`config.mk`:
```
export PLATFORM = sky130hd
export DESIGN_NAME = adder_sched
export DESIGN_NICKNAME = d
export VERILOG_FILES = /design/src/rtl/adder_sched.sv
export SDC_FILE = /design/constraint.sdc
export NUM_CORES = 1
export LEC_CHECK = 0
export CAP_MARGIN = 20
export CORE_MARGIN = 5
export CORE_UTILIZATION = 40
export CTS_BUF_LIST = sky130_fd_sc_hd__clkbuf_4 sky130_fd_sc_hd__clkbuf_8 sky130_fd_sc_hd__clkbuf_16
export DETAILED_ROUTE_END_ITERATION = 10
export GPL_ROUTABILITY_DRIVEN = 0
export PLACE_DENSITY = 0.81
export SYNTH_ARGS = -nofsm -noshare
export SYNTH_HDL_FRONTEND = slang
export SYNTH_SLANG_ARGS = --single-unit
```
`constraint.sdc`:
```
create_clock -name clk -period 4.31 [get_ports clk]
set_clock_uncertainty 0.2 [all_clocks]
set_input_delay 0.431 -clock clk [delete_from_list [all_inputs] [get_ports clk]]
set_output_delay 0.431 -clock clk [all_outputs]
set_load 0.02 [all_outputs]
```
`src/rtl/adder_sched.sv`:
```
// Round-robin scheduler sharing one external 8-bit adder among NREQ requesters.
// Optional carry-chaining lock: define ADDER_SCHED_LOCK_EN to add the req_lock input.
module adder_sched #(
  parameter int NREQ = 4,
  parameter int IDW  = 2
) (
  input  logic              clk,
  input  logic              rst,
  input  logic [NREQ-1:0]   req_valid,
  output logic [NREQ-1:0]   req_ready,
  input  logic [8*NREQ-1:0] req_a,
  input  logic [8*NREQ-1:0] req_b,
  input  logic [NREQ-1:0]   req_cin,
`ifdef ADDER_SCHED_LOCK_EN
  input  logic [NREQ-1:0]   req_lock,
`endif
  output logic [0:7]        add_a,
  output logic [0:7]        add_b,
  output logic              add_cin,
  input  logic [0:7]        add_sum,
  input  logic              add_cout,
  output logic              rsp_valid,
  input  logic              rsp_ready,
  output logic [IDW-1:0]    rsp_id,
  output logic [0:7]        rsp_sum,
  output logic              rsp_cout
);

  typedef enum logic [1:0] {IDLE, CALC, RESP} state_t;

  state_t         state, state_nxt;
  logic [IDW-1:0] ptr;
  logic [IDW-1:0] win;
  logic [IDW-1:0] cand;
  logic           win_found;
  logic           win_cin;

`ifdef ADDER_SCHED_LOCK_EN
  logic lock_q;
  logic lock_hit;
`endif

  // Arbitration: a held lock on a still-valid requester overrides round-robin order.
  always_comb begin
    // NOTE: every always_comb output gets a default first so no path can infer a latch.
    win       = '0;
    win_found = 1'b0;
    cand      = '0;
    for (int k = 1; k <= NREQ; k++) begin
      cand = IDW'((int'(ptr) + k) % NREQ);
      if (!win_found && req_valid[cand]) begin
        win       = cand;
        win_found = 1'b1;
      end
    end
    win_cin = req_cin[win];
`ifdef ADDER_SCHED_LOCK_EN
    lock_hit = lock_q && req_valid[rsp_id];
    if (lock_hit) begin
      win       = rsp_id;
      win_found = 1'b1;
      win_cin   = rsp_cout;
    end
`endif
  end

  always_comb begin
    state_nxt = state;
    req_ready = '0;
    case (state)
      IDLE: begin
        if (win_found) begin
          req_ready[win] = 1'b1;
          state_nxt      = CALC;
        end
      end
      CALC:    state_nxt = RESP;
      RESP:    if (rsp_ready) state_nxt = IDLE;
      default: state_nxt = IDLE;
    endcase
    if (rst) req_ready = '0;
  end

  assign rsp_valid = (state == RESP);

  // NOTE: sequential state uses non-blocking assignments so all registers update from pre-edge values.
  always_ff @(posedge clk) begin
    if (rst) state <= IDLE;
    else     state <= state_nxt;
  end

  always_ff @(posedge clk) begin
    if (rst) begin
      ptr      <= IDW'(NREQ - 1);
      add_a    <= '0;
      add_b    <= '0;
      add_cin  <= 1'b0;
      rsp_id   <= '0;
      rsp_sum  <= '0;
      rsp_cout <= 1'b0;
`ifdef ADDER_SCHED_LOCK_EN
      lock_q   <= 1'b0;
`endif
    end else begin
      case (state)
        IDLE: begin
`ifdef ADDER_SCHED_LOCK_EN
          if (lock_q && !lock_hit) lock_q <= 1'b0;
`endif
          if (win_found) begin
            add_a   <= req_a[8*int'(win) +: 8];
            add_b   <= req_b[8*int'(win) +: 8];
            add_cin <= win_cin;
            rsp_id  <= win;
`ifdef ADDER_SCHED_LOCK_EN
            lock_q  <= req_lock[win];
`endif
          end
        end
        CALC: begin
          rsp_sum  <= add_sum;
          rsp_cout <= add_cout;
        end
        RESP: begin
          if (rsp_ready) ptr <= rsp_id;
        end
        default: ;
      endcase
    end
  end

endmodule

```
== Yosys cells after proc, flatten, opt, wreduce, memory -nomap -nowiden ==
Cells that the tools add are included.

* Muxes and demuxes: 26
* Add/subtract/negate cells: 4
* Order comparisons: 6
* Shift operators: 2
* Equal/unequal tests: 4
* Reductions and logical operators: 11

{| class="wikitable"
|+ Operators by type and width
! operator !! count
|-
| $shiftx A32 B6 Y8 || 2
|-
| $lt A2 B3 Y1 const B || 5
|-
| $mux W2 || 6
|-
| $mux W4 || 3
|-
| $bmux W1 S2 || 5
|-
| $mux W1 || 10
|-
| $pmux W2 S3 || 1
|-
| $reduce_and A2 Y1 || 3
|-
| $add A2 B1 Y2 const B || 2
|-
| $add A2 B2 Y2 const B || 2
|-
| $logic_and A1 B1 Y1 || 4
|-
| $logic_not A1 Y1 || 3
|-
| $demux W1 S2 || 1
|-
| $eq A2 B1 Y1 const B || 1
|-
| $eq A2 B2 Y1 const B || 1
|-
| $ge A2 B1 Y1 const B || 1
|-
| $logic_not A2 Y1 || 1
|-
| $ne A2 B1 Y1 const B || 1
|-
| $ne A2 B2 Y1 const B || 1
|}

* Output and inout port bits: 33
* Logic and storage cells: 61
* Register bits: 32
* Input bits: 84

== Logic depth before layout (Yosys ltp) ==
* Word-level depth: 20
* Gate-level depth with buffers: 7
* Mapped depth without buffers: 5

== Least setup slack after synthesis ==
Ideal clock, no wire load.

* Kind: input-to-output
* Start point: in req_valid[1]
* End point: out req_ready[0]
* Arrival: 1.694 ns
* Required time: 3.679 ns
* Path buffers: 3
* Stages on the path: 7
* Path slack: 1.985 ns
* Cell sequence: or4_4 and3b_1 buf_6 nand2b_4 buf_12 buf_12 nor2_1

* Word-level cells in the longest chain between the ends: 19
* Elaborated cells between the ends (all ways): 30
* Those cells by class: 2 x order compare; 21 x mux; 7 x reduce/logical

{| class="wikitable"
|+ Ends and longest elaborated chain
! item !! line !! RTL
|-
| from (decl) || 9 || <nowiki>input logic [NREQ-1:0] req_valid,</nowiki>
|-
| $bmux W1 S2 || 51 || <nowiki>if (!win_found && req_valid[cand]) begin</nowiki>
|-
| $mux W1 (not written as such) || 51 ||
|-
| $mux W1 || 51 ||
|-
| $logic_not A1 Y1 || 51 ||
|-
| $logic_and A1 B1 Y1 || 51 ||
|-
| $mux W1 || 51 ||
|-
| $logic_not A1 Y1 || 51 ||
|-
| $logic_and A1 B1 Y1 || 51 ||
|-
| [... 3 more ...] || -- ||
|-
| $mux W2 || 51 ||
|-
| $lt A2 B3 Y1 (not written as such) or $ge A2 B1 Y1 (tied branches) || 73 || <nowiki>req_ready[win] = 1'b1;</nowiki>
|-
| $logic_and A1 B1 Y1 (not written as such) || 73 ||
|-
| $mux W1 (not written as such) || 73 ||
|-
| $demux W1 S2 || 73 ||
|-
| $mux W4 * || 72 || <nowiki>if (win_found) begin</nowiki>
|-
| $mux W4 * || 70 || <nowiki>case (state)</nowiki>
|-
| $mux W4 * || 81 || <nowiki>if (rst) req_ready = '0;</nowiki>
|-
| to (decl) || 10 || <nowiki>output logic [NREQ-1:0] req_ready,</nowiki>
|}

Mark *: on every way between the ends. The rest lies on a longest branch, timed or not. The select of a mux whose other input is x is not followed.

== Worst setup path in the final report ==
* Start point: in req_valid[0]
* End point: out req_ready[0]

Same word-level chain as after synthesis.

==> results.sh <==
export IMPL_cts_buffer_depth=2
export IMPL_synth_seq_area_share_pct=32.4
export IMPL_synth_area_leaders="dfxtp_1, mux2i_1, o211ai_2"
export IMPL_htree_num_levels=2
export IMPL_worstPathArrival_ns=2.86
export IMPL_min_path_type="reg2reg"
export IMPL_tightest_slew_ns=0.867
export IMPL_setup_viol=0
export IMPL_drt_pass1_iterations=4
export IMPL_rsz0062_at_grt="no"
export IMPL_yosysWarnings=0
export IMPL_grt_overflow=0
export IMPL_drv_slew=0
export IMPL_diodes=0
export IMPL_ys_flop_type="dfxtp_1"
export IMPL_place_area_sq_um=3060
export IMPL_cp_required_ns=3.68
export IMPL_die_w_um=80.3
export IMPL_path_cells="clkdlybuf4s50_1 > or4_4 > and3b_1 > buf_4 > nand2b_4 > nor2_1 > clkdlybuf4s50_1"
export IMPL_max_clock_freq_ghz=0.287
export IMPL_stdcell_area_sq_um=3190
export IMPL_wl_per_cell_um=14.6
export IMPL_hold_buffers=0
export IMPL_ant_nets=0
export IMPL_cp_start_kind="input port"
export IMPL_die_area_sq_um=6440
export IMPL_antenna_found_initial=0
export IMPL_start_util_pct=41.6
export IMPL_slew_headroom_pct=42.2
export IMPL_synth_edf_count=0
export IMPL_path_delay_family="buffers and inverters"
export IMPL_synthTopCellsByCount="nand2_1, dfxtp_1, nand3_1, mux2i_1, o211ai_2"
export IMPL_io_buffer_count=116
export IMPL_grt_pass1_vias=1830
export IMPL_slowest_stage="or4_4"
export IMPL_clk_pin_slew_ns=0.07
export IMPL_synth_nets=295
export IMPL_postCtsSetupBuffers=0
export IMPL_drv_cap=0
export IMPL_num_io_pins=117
export IMPL_cts_root_buf="clkbuf_8"
export IMPL_drc_errors=0
export IMPL_synth_seq_cells=32
export IMPL_syn_avg_cell_area_sq_um=9.36
export IMPL_final_setup_tns_ns=0
export IMPL_num_vias=1943
export IMPL_synth_top_area_share_pct=32.4
export IMPL_synth_cell_type_count=30
export IMPL_grt_use_total_pct=17.6
export IMPL_viasPerCell=5.01
export IMPL_cp_max_fo=32
export IMPL_clock_latency_ns=0.28
export IMPL_cts_sinks=32
export IMPL_crit_path_frequent_cell="clkdlybuf4s50_1"
export IMPL_grt_max_degree=33
export IMPL_synth_top_cell_by_area="dfxtp_1"
export IMPL_yosysMostFrequentCell="nand2_1"
export IMPL_syn_to_final_growth_pct=61.3
export IMPL_die_h_um=80.3
export IMPL_core_area_sq_um=4750
export IMPL_synth_cells=211
export IMPL_first_iter_violations=80
export IMPL_end_kind="output pin"
export IMPL_ir_worst_vdd_mv=0.182
export IMPL_fill_cells=423
export IMPL_numCtsBuffers=5
export IMPL_dpl_hpwl_mm=4.25
export IMPL_routed_wl_mm=5.67
export IMPL_status="finished clean"
export IMPL_synth_async_reset_ratio_pct=0
export IMPL_p_per_area_nw_per_um2=316
export IMPL_worstSetupPathType="in2out"
export IMPL_multiInputGateArea_sq_um=1150
export IMPL_post_cts_resized=0
export IMPL_crit_buf_inv=3
export IMPL_cts_tree="built"
export IMPL_drive_gt1_share_pct=13.4
export IMPL_hold_viol_final=0
export IMPL_leakagePower_nw=1.16
export IMPL_syn_cell_area_sq_um=1980
export IMPL_nets=404
export IMPL_critical_path_max_stage_delay_ns=0.57
export IMPL_power_mw=1.01
export IMPL_grt_pass1_wl_mm=8.94
export IMPL_fp_row_count=25
export IMPL_fin_crit_sh_pct=80.9
export IMPL_period_minus_slack_ns=3.49
export IMPL_regArea_sq_um=641
[state kept, by name, summed over array words and instances, names as in the netlist]
register / cells
rsp_cout: 1
ptr: 2
rsp_id: 2
add_b: 8
state: 2
add_a: 8
rsp_sum: 8
add_cin: 1
[cell type report]
| class | instances | area share [%] |
|---|---|---|
| multi-input combinational | 162 | 36.2 |
| clock inverter | 1 | 0.942 |
| tap | 67 | 2.63 |
| sequential | 32 | 20.1 |
| timing repair buffer | 119 | 37.1 |
| clock buffer | 7 | 3.02 |
[cell families (layout without fill, tap and decap cells)]
| logic type | count (synthesis) | count (layout) | synth area share [%] |
|---|---|---|---|
| buffers and inverters | 17 | 127 | 9.82 |
| AOI/OAI and AO/OA | 35 | 35 | 16.8 |
| DFF | 32 | 32 | 32.4 |
| muxes | 35 | 35 | 18.7 |
| and+or+nand+nor | 92 | 92 | 22.3 |
[path summary, 6_finish.rpt]
check                                  start           end  slack (ns)  cells after the start
worst min-delay path                rsp_cout      rsp_cout        0.25                      2
worst max register to register        ptr[1]      add_a[0]        1.88                      6
worst min register to register      rsp_cout      rsp_cout        0.25                      2
worst max-delay path            req_valid[0]  req_ready[0]        0.82                      7
[report_power, final]
| group | internal, mW | switching (mW) | leakage (nW) | total [mW] |
|---|---|---|---|---|
| Combinational | 0.182 | 0.159 | 0.832 | 0.340 |
| Clock | 0.204 | 0.112 | 0.0645 | 0.316 |
| Sequential | 0.331 | 0.0192 | 0.263 | 0.350 |
| Total | 0.717 | 0.290 | 1.16 | 1.01 |
[worst register-to-register path, delay by kind of cell, from the launching register on]
family | cells | cell delay (ns)
buf+inv | 1 | 0.46
compound gates | 3 | 0.71
simple gates | 1 | 0.14
mux | 1 | 0.34
flops | 1 | 0.45
[cell usage in the layout (no fill, tap or decap), drive strengths merged]
cell,instances
nand3,30
and3b,1
a21oi,13
buf,3
clkdlybuf4s50,116
nand2,40
and3,2
dfxtp,32
bufinv,1
nor3,1
clkbuf,7
o211ai,15
mux2,15
a211o,2
mux2i,20
a21o,1
nor2b,5
o221ai,3
a31oi,1
or4,1
nor2,5
nand3b,1
nand2b,6
[metrics by stage]
stage | util [%] | hold slack [ns] | cells | setup slack, ns
4_1_cts | 67.0 | 0.255 | 388 | 0.806
3_5_place_dp | 64.4 | 0.246 | 380 | 0.809
6_report | 67.0 | 0.254 | 388 | 0.823
5_1_grt | 67.0 | 0.265 | 388 | 0.718
3_3_place_gp | 64.4 | 0.240 | 380 | 0.829
2_1_floorplan | - | 0.294 | 211 | 1.99
[per-layer routing]
metal / share of wire, % / vias up / track usage, %
met3: 8.3 / 11 / 5.16
met4: 1.4 / 0 / 4.56
li1: - / 971 / -
met5: 0 / - / 0
met2: 46 / 80 / 27.9
met1: 45 / 881 / 23.2
No activity file was read; power rests on OpenSTA's default activity.
